$ cat src/rtl/measure_window_scheduler.sv
// Window sequencer for the packet snooper: GAP -> MEASURE -> COLLECT -> EMIT per window,
// merging the three count streams into one 3-beat result record.
module measure_window_scheduler #(
  parameter int LEN_WIDTH      = 32,
  parameter int CNT_WIDTH      = 16,
  parameter int TIMEOUT_CYCLES = 64
) (
  input  logic                 clk,
  input  logic                 reset,
  input  logic                 start,
  input  logic                 abort,
  input  logic [LEN_WIDTH-1:0] window_len,
  input  logic [LEN_WIDTH-1:0] gap_len,
  input  logic [CNT_WIDTH-1:0] num_windows,
  output logic                 measure,
  output logic                 busy,
  output logic [CNT_WIDTH-1:0] window_index,
  output logic                 timeout_err,
  input  logic [63:0]          cc_TDATA,
  input  logic                 cc_TVALID,
  output logic                 cc_TREADY,
  input  logic [63:0]          pc_TDATA,
  input  logic                 pc_TVALID,
  output logic                 pc_TREADY,
  input  logic [63:0]          fc_TDATA,
  input  logic                 fc_TVALID,
  output logic                 fc_TREADY,
  output logic [63:0]          res_TDATA,
  output logic [7:0]           res_TKEEP,
  output logic                 res_TVALID,
  input  logic                 res_TREADY,
  output logic                 res_TLAST
);
  localparam int TW = $clog2(TIMEOUT_CYCLES + 1);

  typedef enum logic [2:0] {IDLE, GAP, MEASURE, COLLECT, EMIT} state_t;

  state_t               state, state_d;
  logic [LEN_WIDTH-1:0] win_q, win_d, gap_q, gap_d, cnt, cnt_d;
  logic [CNT_WIDTH-1:0] num_q, num_d, idx_d;
  logic [TW-1:0]        tcnt, tcnt_d;
  logic [1:0]           beat, beat_d;
  logic [63:0]          cc_q, pc_q, fc_q, cc_d, pc_d, fc_d, rdata_d;
  logic                 abort_q, abort_d;
  logic                 measure_d, busy_d, terr_d, rv_d, rl_d;
  logic                 cc_rdy_d, pc_rdy_d, fc_rdy_d;

  always_comb begin
    state_d   = state;
    win_d     = win_q;
    gap_d     = gap_q;
    num_d     = num_q;
    cnt_d     = cnt;
    tcnt_d    = tcnt;
    beat_d    = beat;
    cc_d      = cc_q;
    pc_d      = pc_q;
    fc_d      = fc_q;
    idx_d     = window_index;
    abort_d   = abort_q;
    measure_d = measure;
    busy_d    = busy;
    terr_d    = timeout_err;
    rv_d      = res_TVALID;
    rl_d      = res_TLAST;
    rdata_d   = res_TDATA;
    cc_rdy_d  = cc_TREADY;
    pc_rdy_d  = pc_TREADY;
    fc_rdy_d  = fc_TREADY;

    unique case (state)
      IDLE: begin
        abort_d = 1'b0;
        // abort beats start when both arrive together
        if (start && !abort) begin
          win_d   = window_len;
          gap_d   = gap_len;
          num_d   = num_windows;
          terr_d  = 1'b0;
          idx_d   = '0;
          busy_d  = 1'b1;
          cnt_d   = '0;
          state_d = GAP;
        end
      end
      GAP: begin
        abort_d = abort_q | abort;
        if (abort_d) begin
          state_d = IDLE;
          busy_d  = 1'b0;
          abort_d = 1'b0;
        end else if (gap_q <= LEN_WIDTH'(1) || cnt == gap_q - 1'b1) begin
          state_d   = MEASURE;
          measure_d = 1'b1;
          cnt_d     = '0;
        end else begin
          cnt_d = cnt + 1'b1;
        end
      end
      MEASURE: begin
        abort_d = abort_q | abort;
        // abort only shortens the window so the snooper still reports
        if (abort_d || win_q <= LEN_WIDTH'(1) || cnt == win_q - 1'b1) begin
          state_d   = COLLECT;
          measure_d = 1'b0;
          tcnt_d    = '0;
          cc_d      = '0;
          pc_d      = '0;
          fc_d      = '0;
          cc_rdy_d  = 1'b1;
          pc_rdy_d  = 1'b1;
          fc_rdy_d  = 1'b1;
        end else begin
          cnt_d = cnt + 1'b1;
        end
      end
      COLLECT: begin
        abort_d = abort_q | abort;
        tcnt_d  = tcnt + 1'b1;
        if (cc_TVALID && cc_TREADY) begin cc_d = cc_TDATA; cc_rdy_d = 1'b0; end
        if (pc_TVALID && pc_TREADY) begin pc_d = pc_TDATA; pc_rdy_d = 1'b0; end
        if (fc_TVALID && fc_TREADY) begin fc_d = fc_TDATA; fc_rdy_d = 1'b0; end
        if (!(cc_rdy_d || pc_rdy_d || fc_rdy_d) || tcnt == TW'(TIMEOUT_CYCLES - 1)) begin
          if (cc_rdy_d || pc_rdy_d || fc_rdy_d) terr_d = 1'b1;
          state_d  = EMIT;
          cc_rdy_d = 1'b0;
          pc_rdy_d = 1'b0;
          fc_rdy_d = 1'b0;
          rv_d     = 1'b1;
          rl_d     = 1'b0;
          rdata_d  = cc_d;
          beat_d   = 2'd0;
        end
      end
      EMIT: begin
        abort_d = abort_q | abort;
        if (res_TREADY) begin
          if (beat == 2'd0) begin
            beat_d  = 2'd1;
            rdata_d = pc_q;
          end else if (beat == 2'd1) begin
            beat_d  = 2'd2;
            rdata_d = fc_q;
            rl_d    = 1'b1;
          end else begin
            rv_d   = 1'b0;
            rl_d   = 1'b0;
            beat_d = 2'd0;
            if (abort_d || (num_q != '0 && window_index == num_q - 1'b1)) begin
              state_d = IDLE;
              busy_d  = 1'b0;
              abort_d = 1'b0;
            end else begin
              idx_d   = window_index + 1'b1;
              cnt_d   = '0;
              state_d = GAP;
            end
          end
        end
      end
      default: state_d = IDLE;
    endcase
  end

  always_ff @(posedge clk) begin
    if (reset) begin
      state        <= IDLE;
      win_q        <= '0;
      gap_q        <= '0;
      num_q        <= '0;
      cnt          <= '0;
      tcnt         <= '0;
      beat         <= '0;
      cc_q         <= '0;
      pc_q         <= '0;
      fc_q         <= '0;
      abort_q      <= 1'b0;
      measure      <= 1'b0;
      busy         <= 1'b0;
      window_index <= '0;
      timeout_err  <= 1'b0;
      cc_TREADY    <= 1'b0;
      pc_TREADY    <= 1'b0;
      fc_TREADY    <= 1'b0;
      res_TDATA    <= '0;
      res_TKEEP    <= '0;
      res_TVALID   <= 1'b0;
      res_TLAST    <= 1'b0;
    end else begin
      state        <= state_d;
      win_q        <= win_d;
      gap_q        <= gap_d;
      num_q        <= num_d;
      cnt          <= cnt_d;
      tcnt         <= tcnt_d;
      beat         <= beat_d;
      cc_q         <= cc_d;
      pc_q         <= pc_d;
      fc_q         <= fc_d;
      abort_q      <= abort_d;
      measure      <= measure_d;
      busy         <= busy_d;
      window_index <= idx_d;
      timeout_err  <= terr_d;
      cc_TREADY    <= cc_rdy_d;
      pc_TREADY    <= pc_rdy_d;
      fc_TREADY    <= fc_rdy_d;
      res_TDATA    <= rdata_d;
      res_TKEEP    <= rv_d ? 8'hFF : 8'h00;
      res_TVALID   <= rv_d;
      res_TLAST    <= rl_d;
    end
  end
endmodule

$ cat config.mk
export PLATFORM = sky130hd
export DESIGN_NAME = measure_window_scheduler
export DESIGN_NICKNAME = d
export VERILOG_FILES = /design/src/rtl/measure_window_scheduler.sv
export SDC_FILE = /design/constraint.sdc
export NUM_CORES = 1
export LEC_CHECK = 0
export ABC_AREA = 1
export CAP_MARGIN = 15
export CELL_PAD_IN_SITES_DETAIL_PLACEMENT = 0
export CELL_PAD_IN_SITES_GLOBAL_PLACEMENT = 2
export CORE_ASPECT_RATIO = 0.9
export CORE_MARGIN = 3
export CORE_UTILIZATION = 31
export CTS_CLUSTER_DIAMETER = 80
export DETAILED_ROUTE_END_ITERATION = 12
export PLACE_DENSITY = 0.86
export SLEW_MARGIN = 20
export SYNTH_ARGS = -nofsm -noshare
export SYNTH_HDL_FRONTEND = slang
export SYNTH_SLANG_ARGS = --single-unit
$ cat constraint.sdc
create_clock -name clk -period 4 [get_ports clk]
set_clock_uncertainty 0.2 [all_clocks]
set_input_delay 0.8 -clock clk [delete_from_list [all_inputs] [get_ports clk]]
set_output_delay 0.8 -clock clk [all_outputs]
set_load 0.03 [all_outputs]
==> impl_metrics.ini <==
[route]
dr.pass1.iters = 8
vias = 22130
totalWireLength_um = 83970
drc = 0
drt.antenna.violating_nets = 0
wl_per_cell_um = 18.92
vias_per_cell = 4.986
drt_iter0_drc = 1405

[run]
cap_violations = 0

[worst_setup_path]
worst-setup-path-type = reg -> reg
critPathTopFamily = buffers and inverters
worstPathRequired_ns = 4.31
cp-end-kind = flop
arrival_ns = 3.80
slowest_delay_ns = 0.47
worstPathCellList = inv_1 > ha_1 > nand2_2 > nor2_4 > a31oi_1 > nor4_1 > buf_4 > a31oi_1 > nand2_2 > nand2_4 > nand2_2 > inv_2 > buf_12 > nand2_1 > a21oi_1
cp_slowest_cell = a31oi_1
cpMostUsedCell = nand2_2
cp-start-kind = flop
crit_buf_inv = 4
critPathMaxFanout = 30

[floorplan]
initial_core_util_pct = 31.38
fp.dieH_um = 256.3
die_w_um = 284.1
io_pins = 376
die_area_sq_mm = 0.07281
coreArea_sq_mm = 0.06877
rows = 91

[grt]
grt_max_degree = 137
overflow = 0
grt_usage_pct = 22.18
grt_pass1_wl_um = 128400
grt_pass1_vias = 21270
antenna_found_initial = 24

[clock_network]
cts_made_buffers = 48
cts_tree = done
cts-resized-gates = 0
h-tree-depth = 2
clock-sinks = 405
post_cts_buffers = 0
insertion_delay_ns = 0.61
root_buffer = clkbuf_16
clkTransAtPathRegs_ns = 0.06
ctsHoldBuffers = 0
clock_path_buffers = 3

[placement]
place_ws_ns = 0.3445
dp.final_hpwl_um = 57860
io_buffers = 375
place_congestion = 0.9007

[sta]
maxSlewViolCount = 0
finalSetupViolCount = 0
relSlewSlack_pct = 33.65
hold_viol_final = 0
fin_crit_ns = 3.490
period_share_pct = 87.24
rsz0062_at_grt = false
max_clock_freq_ghz = 0.2866
tightest_slew_ns = 0.9952
setup_slack_ns = 0.5104
finalSetupTns_ns = 0

[synth]
synth_edf_count = 0
synth_flop_cell = dfxtp_1
syn_area_sq_mm = 0.02158
syn_area_per_cell_sq_um = 6.736
yosys_warnings = 0
ys_seq_elements = 405
syn_inst = 3203
ys_seq_area_share_pct = 37.58
synth.distinct_cells = 50
async_flop_share_pct = 0
synth_fp_nets = 3491

[pwr]
p_per_area_mw_per_mm2 = 624.9
p_leak_nw = 10.52
peakVddDrop_mv = 0.3148

[cells_and_area]
nNetsFinal = 3745
drive_gt1_share_pct = 6.615
syn_to_final_growth_pct = 29.03

[hold_path]
hold_path.class = reg -> reg

[run_status]
outcome = finished, final reports clean
-- tightest hold or removal path: stages (launching register included) --
cell     delay [ns]
dfxtp_1        0.30
nand2_1        0.06
a21oi_1        0.05
-- layer usage --
layer | global-route usage [%] | routed length [um] | vias up
li1 | - | - | 11160
met1 | 29.70 | 38260 | 10320
met2 | 36.01 | 38680 | 515
met3 | 4.507 | 4768 | 113
met4 | 6.657 | 2170 | 16
met5 | 0 | 94 | -
-- layout make-up --
cell class | count | area (sq um)
clock buffers | 67 | 1373
clock inverters | 18 | 305.3
well taps | 930 | 1164
flip-flops and latches | 405 | 8108
diodes | 15 | 37.54
fillers | 7398 | 40930
multi-input cells | 2394 | 11880
repair buffers | 421 | 4265
inverters | 187 | 709.4
-- synth_stat cells (2+ instances only) --
library cell	n	area share, %
o21ai_0	174	4.0
nand4_1	176	5.1
nand2_1	852	15
xor2_1	58	2.4
mux2_2	64	3.3
inv_1	180	3.1
nor2_4	2	0.10
a21oi_1	336	7.8
o21ai_1	3	0.070
nand3_1	111	2.6
ha_1	8	0.46
nor2_2	10	0.29
clkbuf_1	161	2.8
nand3_2	2	0.093
o21bai_1	5	0.17
buf_6	3	0.16
buf_1	3	0.052
nor3_1	19	0.44
o211ai_1	2	0.070
nor3b_1	2	0.070
or2_2	2	0.058
nand3b_1	14	0.49
o21a_1	2	0.070
dfxtp_1	405	38
buf_2	27	0.63
clkinv_1	3	0.052
a31oi_1	3	0.087
nand2_4	2	0.10
nor2_1	418	7.3
nand2_2	5	0.14
buf_4	22	0.77
a211oi_1	66	2.3
xnor2_1	35	1.4
inv_2	4	0.070
nor4_1	9	0.26
-- registers in the layout (all words and copies together), names as in the netlist, named ones only --
name,flops
gap_q,32
res_TDATA,64
res_TLAST,1
tcnt,7
num_q,16
busy,1
measure,1
cnt,32
pc_TREADY,1
state,3
win_q,32
fc_TREADY,1
pc_q,64
cc_q,64
cc_TREADY,1
abort_q,1
beat,2
fc_q,64
window_index,16
timeout_err,1
-- report_power, final --
group / internal (W) / total, W / leakage [nW] / switching [W]
sequential: 0.00471 / 0.00535 / 3.29 / 0.000644
clock: 0.00280 / 0.00470 / 0.828 / 0.00190
combinational: 0.00244 / 0.00734 / 6.41 / 0.00491
-- path summary, 6_finish.rpt --
path             from  endpoint  slack, ns  depth (start not counted)
max          win_q[0]  cc_q[39]       0.51                         15
min          cc_q[37]  cc_q[37]       0.26                          2
min reg2reg  cc_q[37]  cc_q[37]       0.26                          2
max reg2reg  win_q[0]  cc_q[39]       0.51                         15
-- metrics by stage --
step / power [W] / hold slack (ns) / instances / instance area [sq um] / utilization, %
floorplan: 0.01015 / 0.2366 / 3203 / 21580 / -
global placement: 0.01282 / 0.2435 / 4337 / 26130 / 37.99
detailed placement: 0.01278 / 0.2507 / 4337 / 26130 / 37.99
CTS: 0.01758 / 0.2586 / 4422 / 27800 / 40.43
global route: 0.01858 / 0.2703 / 4433 / 27830 / 40.47
finish: 0.01740 / 0.2570 / 4437 / 27840 / 40.48
-- logic make-up after synthesis --
group	count (synthesis)	share of synthesized area, %
compound gates	599	14.94
xor+xnor	95	3.990
simple gates	1628	32.01
flops	405	37.58
buf+inv	404	7.678
mux	64	3.340
fa+ha+maj	8	0.4639
-- placed cells by master (no fill, tap or decap), drive strengths merged, types with 68 or more instances in the layout --
master,instances
o21ai,177
inv,187
clkdlybuf4s50,374
nand2,859
nand4,176
clkbuf,68
a21oi,338
nand3,114
dfxtp,405
nor2,430
No activity file was read; power rests on OpenSTA's default activity.
